### config.mk
export PLATFORM = sky130hd
export DESIGN_NAME = uart_rx_frame_buffer
export DESIGN_NICKNAME = d
export VERILOG_FILES = /design/src/rtl/uart_rx_buf_pkg.sv /design/src/rtl/uart_rx_buf_mem.sv /design/src/rtl/uart_rx_frame_buffer.sv
export SDC_FILE = /design/constraint.sdc
export NUM_CORES = 1
export LEC_CHECK = 0
export ABC_AREA = 0
export BUFFER_PORTS_ARGS = -buffer_cell sky130_fd_sc_hd__buf_2
export CAP_MARGIN = 10
export CORE_ASPECT_RATIO = 0.75
export CORE_UTILIZATION = 58
export DETAILED_ROUTE_END_ITERATION = 8
export PLACE_DENSITY = 0.78
export SLEW_MARGIN = 20
export SYNTH_ARGS = -nofsm -noshare
export SYNTH_HDL_FRONTEND = slang
export SYNTH_SLANG_ARGS = --single-unit
### constraint.sdc
create_clock -name CLK -period 3.1 [get_ports CLK]
set_clock_uncertainty 0.2 [all_clocks]
set_input_delay 0 -clock CLK [delete_from_list [all_inputs] [get_ports CLK]]
set_output_delay 0 -clock CLK [all_outputs]
set_load 0.01 [all_outputs]
### src/rtl/uart_rx_buf_pkg.sv
// Shared constants and helpers for the UART receive frame buffer.
// Entry layout: {stp_err, par_err, payload[DATA_WIDTH-1:0]}.
// The fixed constants describe the default 8-bit payload. The helper
// functions give the same values for any payload width, so that parameter
// overrides in the modules stay consistent with the entry layout.
package uart_rx_buf_pkg;

    localparam int DEF_DATA_WIDTH = 8;
    localparam int ENTRY_W        = DEF_DATA_WIDTH + 2;
    localparam int ENT_PAR        = DEF_DATA_WIDTH;
    localparam int ENT_STP        = DEF_DATA_WIDTH + 1;
    localparam int ERR_CNT_W      = 8;

    function automatic int entry_width(input int dw);
        return dw + 2;
    endfunction

    function automatic int par_idx(input int dw);
        return dw;
    endfunction

    function automatic int stp_idx(input int dw);
        return dw + 1;
    endfunction

endpackage

### src/rtl/uart_rx_buf_mem.sv
// Storage array for the UART receive frame buffer.
// It holds DEPTH x WIDTH registers, with a synchronous write port and an
// asynchronous read port, so the top can present a show-ahead head entry.
// The contents are not reset.
// Ports:
//   clk_i   - clock
//   we_i    - write enable
//   waddr_i - write address
//   wdata_i - write data
//   raddr_i - read address
//   rdata_o - read data (combinational from raddr_i)
module uart_rx_buf_mem #(
    parameter int WIDTH = 10,
    parameter int DEPTH = 8,
    localparam int AW   = $clog2(DEPTH)
) (
    input  logic             clk_i,
    input  logic             we_i,
    input  logic [AW-1:0]    waddr_i,
    input  logic [WIDTH-1:0] wdata_i,
    input  logic [AW-1:0]    raddr_i,
    output logic [WIDTH-1:0] rdata_o
);

    logic [WIDTH-1:0] mem_q [DEPTH];

    always_ff @(posedge clk_i) begin
        if (we_i) begin
            mem_q[waddr_i] <= wdata_i;
        end
    end

    assign rdata_o = mem_q[raddr_i];

endmodule

### src/rtl/uart_rx_frame_buffer.sv
// Receive-side frame buffer placed directly after the UART receiver.
// On each data_valid strobe it queues the received byte together with its
// parity and stop error flags. The queued frames are presented on a
// show-ahead valid/ready read port.
// Ports:
//   CLK, RST           - clock; synchronous active-high reset
//   P_DATA, data_valid - received byte and its one-cycle strobe
//   par_err, stp_err   - receiver error levels, sampled with data_valid
//   rd_data, rd_par_err, rd_stp_err, rd_valid, rd_ready - read port
//   level, full        - registered occupancy (0..DEPTH) and full flag
//   overrun, clr_overrun - sticky drop flag and its clear
// Optional feature, enabled by defining the macro UART_RX_BUF_ERR_CNT_EN:
//   clr_cnt, par_err_cnt, stp_err_cnt - saturating 8-bit error counters
module uart_rx_frame_buffer
    import uart_rx_buf_pkg::*;
#(
    parameter int DATA_WIDTH  = 8,
    parameter int DEPTH       = 8,
    localparam int ADDR_WIDTH = $clog2(DEPTH)
) (
    input  logic                  CLK,
    input  logic                  RST,
    input  logic [DATA_WIDTH-1:0] P_DATA,
    input  logic                  data_valid,
    input  logic                  par_err,
    input  logic                  stp_err,
    output logic [DATA_WIDTH-1:0] rd_data,
    output logic                  rd_par_err,
    output logic                  rd_stp_err,
    output logic                  rd_valid,
    input  logic                  rd_ready,
    output logic [ADDR_WIDTH:0]   level,
    output logic                  full,
    output logic                  overrun,
`ifdef UART_RX_BUF_ERR_CNT_EN
    input  logic                  clr_cnt,
    output logic [ERR_CNT_W-1:0]  par_err_cnt,
    output logic [ERR_CNT_W-1:0]  stp_err_cnt,
`endif
    input  logic                  clr_overrun
);

    localparam int EW    = entry_width(DATA_WIDTH);
    localparam int E_PAR = par_idx(DATA_WIDTH);
    localparam int E_STP = stp_idx(DATA_WIDTH);
    localparam logic [ADDR_WIDTH:0] DEPTH_CNT = (ADDR_WIDTH+1)'(DEPTH);

    // Pointers carry one extra wrap bit, so full and empty are distinguishable.
    logic [ADDR_WIDTH:0] wr_ptr_q, wr_ptr_d;
    logic [ADDR_WIDTH:0] rd_ptr_q, rd_ptr_d;
    logic [ADDR_WIDTH:0] level_q, level_d;
    logic                full_q, full_d;
    logic                overrun_q, overrun_d;

    logic                push, pop, wr_en, drop;
    logic [EW-1:0]       wr_entry, rd_entry;

    assign push = data_valid;
    // rd_valid depends only on registered level, so data_valid has no
    // combinational path to it.
    assign rd_valid = (level_q != '0);
    assign pop      = rd_valid & rd_ready;
    // While full, a simultaneous pop frees the slot and the push still lands.
    assign wr_en    = push & (~full_q | pop);
    assign drop     = push & full_q & ~pop;

    assign wr_entry = {stp_err, par_err, P_DATA};

    always_comb begin
        wr_ptr_d  = wr_ptr_q + (ADDR_WIDTH+1)'(wr_en);
        rd_ptr_d  = rd_ptr_q + (ADDR_WIDTH+1)'(pop);
        level_d   = wr_ptr_d - rd_ptr_d;
        full_d    = (level_d == DEPTH_CNT);
        overrun_d = overrun_q;
        // A drop in the same cycle beats the clear.
        if (drop) begin
            overrun_d = 1'b1;
        end else if (clr_overrun) begin
            overrun_d = 1'b0;
        end
    end

    always_ff @(posedge CLK) begin
        if (RST) begin
            wr_ptr_q  <= '0;
            rd_ptr_q  <= '0;
            level_q   <= '0;
            full_q    <= 1'b0;
            overrun_q <= 1'b0;
        end else begin
            wr_ptr_q  <= wr_ptr_d;
            rd_ptr_q  <= rd_ptr_d;
            level_q   <= level_d;
            full_q    <= full_d;
            overrun_q <= overrun_d;
        end
    end

    uart_rx_buf_mem #(
        .WIDTH (EW),
        .DEPTH (DEPTH)
    ) u_mem (
        .clk_i   (CLK),
        .we_i    (wr_en),
        .waddr_i (wr_ptr_q[ADDR_WIDTH-1:0]),
        .wdata_i (wr_entry),
        .raddr_i (rd_ptr_q[ADDR_WIDTH-1:0]),
        .rdata_o (rd_entry)
    );

    assign rd_data    = rd_entry[DATA_WIDTH-1:0];
    assign rd_par_err = rd_entry[E_PAR];
    assign rd_stp_err = rd_entry[E_STP];
    assign level      = level_q;
    assign full       = full_q;
    assign overrun    = overrun_q;

`ifdef UART_RX_BUF_ERR_CNT_EN
    logic [ERR_CNT_W-1:0] par_cnt_q, par_cnt_d;
    logic [ERR_CNT_W-1:0] stp_cnt_q, stp_cnt_d;

    // Dropped pushes still count, because the error was seen on the line.
    // The clear wins over a coincident increment.
    always_comb begin
        par_cnt_d = par_cnt_q;
        stp_cnt_d = stp_cnt_q;
        if (clr_cnt) begin
            par_cnt_d = '0;
            stp_cnt_d = '0;
        end else begin
            if (push && par_err && (par_cnt_q != '1)) begin
                par_cnt_d = par_cnt_q + 1'b1;
            end
            if (push && stp_err && (stp_cnt_q != '1)) begin
                stp_cnt_d = stp_cnt_q + 1'b1;
            end
        end
    end

    always_ff @(posedge CLK) begin
        if (RST) begin
            par_cnt_q <= '0;
            stp_cnt_q <= '0;
        end else begin
            par_cnt_q <= par_cnt_d;
            stp_cnt_q <= stp_cnt_d;
        end
    end

    assign par_err_cnt = par_cnt_q;
    assign stp_err_cnt = stp_cnt_q;
`endif

endmodule

==> metrics.yaml <==
layout:
  design.final.nets: 273
  insertedDiodeCount: 0
  finish.utilization_pct: 74.0
  area_overhead_vs_synth_pct: 18.7
  final_layout_size_suffix_gt1_share_pct: 28.2
sta:
  setup-tns-final_ns: 0
  final_setup_margin_ns: 0.137
  min_period_over_period_pct: 95.6
  tightestPinTransition_ns: 0.389
  timing.slew.headroom_pct: 74.0
  achievable-frequency_mhz: 337
  setup-violations-final: 0
  hold_viol_final: 0
  finalWorstPathRequiredPeriod_ns: 2.96
  grt_setup_unrepaired: "false"
  report.final.slew_viol_count: 0
floorplanning:
  die_extent_in_y_um: 71.6
  die_w_um: 94.8
  ioPinCount: 32
  floorplan.core_area_um2: 6010
  num_rows: 24
  initial_core_utilization_pct: 62.3
  floorplan.die_area_um2: 6780
clocking:
  cts-htree-levels: 3
  numClockSinks: 94
  ctsLongestPathBuffers: 2
  clock-root-buffer: "sky130_fd_sc_hd__clkbuf_8"
  tritoncts.num_buffers: 9
  clock_insertion_delay_worst_skew_ns: 0.36
  cts.reportedPaths.clkPinSlew_ns: 0.09
  clock_tree_from_tritoncts: "done"
worst_setup_path:
  critPathBufInv: 2
  critical_path.top_delay_family: "simple AND/OR/NAND/NOR gates"
  crit_path_capture_type: "register"
  worstSetupPathDepth: 12
  reg2reg_depth: 12
  crit_chain: "or4_4 > nand2_1 > nand2_1 > and2_1 > ha_1 > inv_1 > ha_1 > inv_1 > fa_1 > nor2_1 > nand3_1 > nor2_1"
  timing.critical_path.from_type: "register"
  crit_path_dat_ns: 3.07
  worst_path_slowest_cell: "sky130_fd_sc_hd__or4_4"
  crit_path_max_fanout: 3
  crit_required_ns: 3.20
  timing.setup.critical_path_class: "register to register"
  slowest_cell_delay_on_critical_path_ns: 0.54
logic_synthesis:
  yosys.cell_types.count: 25
  synth.top_cells.by_count: "sky130_fd_sc_hd__edfxtp_1, sky130_fd_sc_hd__mux4_1, sky130_fd_sc_hd__nor2_1, sky130_fd_sc_hd__dfxtp_1, sky130_fd_sc_hd__mux2_2"
  synth.ff_latch_count: 94
  fraction_of_post_synthesis_cell_area_in_the_top_cell_type_by_area_pct: 64.2
  post-synth-top-count-cell: "sky130_fd_sc_hd__edfxtp_1"
  synth_fp_nets: 211
  fraction_of_synthesis_flops_using_an_asynchronous_set_or_reset_pin_pct: 0
  synth_top_flop_cell: "sky130_fd_sc_hd__edfxtp_1"
  post_synth_edffs: 80
  synth_area_per_cell_um2: 19.9
  yosysWarnings: 0
  synth_largest_area_cell: "sky130_fd_sc_hd__edfxtp_1"
  number_of_instances_in_the_synthesized_netlist: 188
  largest_cells_by_area_after_synthesis: "sky130_fd_sc_hd__edfxtp_1, sky130_fd_sc_hd__mux4_1, sky130_fd_sc_hd__dfxtp_1, sky130_fd_sc_hd__mux2_2, sky130_fd_sc_hd__ha_1"
  yosysSeqAreaShare_pct: 71.7
  synthesis.area_um2: 3740
route:
  num_vias: 1961
  detail_route.wl_per_cell_um: 21.6
  drt_pass1_iterations: 4
  drc: 0
  drt_iter0_drc: 129
  ant_nets: 0
  finalWirelength_um: 7190
  detail_route.vias_per_cell: 5.89
power:
  peakVddDrop_uv: 486
  seq_power_share_pct: 46.0
  cellPowerDensity_nw_per_um2: 747
  power.share.clock_pct: 26.4
  internal_power_uw: 2410
  switchingPower_uw: 911
  comb_power_share_pct: 27.6
  netSwitchingFraction_pct: 27.4
  cellLeakagePower_uw: 0.00159
  power_uw: 3320
worst_hold_path:
  hold_path_class: "primary input to register"
  worstHoldPathCells: 3
placed_design:
  pre_cts_ws_ns: 0.107
  post-dp-hpwl_um: 4590
  routabilityCongestion: 0.822
  placement.io_buffers: 31
grt:
  maximum_number_of_pins_on_one_net_before_global_route_repair: 23
  grt_pass1_wl_um: 11000
  grt.total_usage_pct: 23.9
  grt_antenna_before_repair: 0
  first_global_vias: 2088
  globalRouteOverflowTotal: 0
run:
  max_capacitance_violation_total: 0
run_status:
  status: "finished clean"
==> placed cells by master, fill, tap and decap left out <==
cell type,n
sky130_fd_sc_hd__edfxtp_1,80
sky130_fd_sc_hd__buf_2,31
sky130_fd_sc_hd__mux4_1,20
sky130_fd_sc_hd__nor2_1,15
sky130_fd_sc_hd__dlygate4sd3_1,15
sky130_fd_sc_hd__dfxtp_1,14
sky130_fd_sc_hd__buf_4,11
sky130_fd_sc_hd__mux2_2,10
sky130_fd_sc_hd__clkbuf_8,9
sky130_fd_sc_hd__ha_1,6
sky130_fd_sc_hd__inv_1,5
sky130_fd_sc_hd__nand2_1,4
sky130_fd_sc_hd__xor2_1,4
sky130_fd_sc_hd__nand3_1,4
sky130_fd_sc_hd__nor2b_1,4
sky130_fd_sc_hd__xnor2_1,2
sky130_fd_sc_hd__nor3_1,2
sky130_fd_sc_hd__nor4b_2,2
sky130_fd_sc_hd__inv_6,2
sky130_fd_sc_hd__clkinvlp_4,2
sky130_fd_sc_hd__bufinv_16,2
sky130_fd_sc_hd__or4_4,1
sky130_fd_sc_hd__and2_1,1
sky130_fd_sc_hd__nand3b_1,1
sky130_fd_sc_hd__nand2b_1,1
sky130_fd_sc_hd__xnor2_2,1
sky130_fd_sc_hd__a21o_1,1
sky130_fd_sc_hd__a21oi_1,1
sky130_fd_sc_hd__a32oi_1,1
sky130_fd_sc_hd__fa_1,1
sky130_fd_sc_hd__ha_4,1
sky130_fd_sc_hd__clkbuf_1,1
==> worst register-to-register path: cells and delay by family (launching register included) <==
family	cells	cell delay, ns
DFF	1	0.33
and+or+nand+nor	7	1.29
adders and majority gates	3	0.94
buffers and inverters	2	0.16
==> routing by layer <==
| layer | share of wire (%) | GRT usage, % | up-vias |
|---|---|---|---|
| met5 | 0 | 0 | - |
| met4 | 2.2 | 7.74 | 0 |
| met1 | 37 | 27.3 | 982 |
| met3 | 7.2 | 7.75 | 17 |
| met2 | 53 | 42.6 | 78 |
| li1 | - | - | 884 |
==> sequential cells by signal, indices dropped and copies added (netlist names) <==
register	flops
full	1
level	4
overrun	1
rd_ptr_q	4
u_mem.mem_q	80
wr_ptr_q	4
==> power groups by stage <==
stage | clock [µW] | combinational [µW] | sequential (µW)
finish | 876 | 915 | 1530
global route | 932 | 988 | 1540
CTS | 885 | 893 | 1530
detailed placement | 0 | 870 | 1550
global placement | 0 | 821 | 1540
floorplan | 0 | 601 | 1560
==> worst paths after layout <==
path                          start                     endpoint  slack (ns)
min                      data_valid  u_mem.mem_q[0][4]$_DFFE_PP_        0.12
min reg2reg  wr_ptr_q[3]$_SDFF_PP0_       wr_ptr_q[3]$_SDFF_PP0_        0.38
max             level[1]$_SDFF_PP0_              full$_SDFF_PP0_        0.14
max reg2reg     level[1]$_SDFF_PP0_              full$_SDFF_PP0_        0.14
==> kinds of logic (layout without fill, tap and decap cells) <==
logic type / Yosys count / count (layout) / synth area share, %
flip-flops: 94 / 94 / 71.7
AND/OR/NAND/NOR: 35 / 35 / 4.68
multiplexers: 30 / 30 / 17.0
buffers and inverters: 11 / 78 / 1.54
adder cells (fa/ha/maj): 8 / 8 / 2.87
XOR/XNOR: 7 / 7 / 1.64
AO/OA/AOI/OAI: 3 / 3 / 0.568
==> final cells by class <==
| cell class | count | area [µm²] |
|---|---|---|
| multi-input cells | 83 | 1040 |
| clock buffers | 10 | 128 |
| clock inverters | 6 | 92.6 |
| flip-flops and latches | 94 | 2680 |
| fillers | 341 | 1560 |
| well taps | 78 | 97.6 |
| inverters | 5 | 18.8 |
| repair buffers | 57 | 388 |
==> stage by stage <==
step                      hold WS (ns)  cells  cell area, µm²
after global routing            0.0989    333            4440
after CTS                       0.0940    333            4420
after detailed placement        0.0662    302            4050
after global placement          0.0470    302            4050
after floorplan                 -0.128    188            3740
final                            0.117    333            4440
==> repair_timing <==
item	in CTS	in global routing
endpoints found under the setup margin	0	2
gates resized for setup	0	2
hold buffers	15	0
buffers inserted	0	0
endpoints found under the hold margin	94	0
Note: power is estimated with default switching activity, not from simulation.
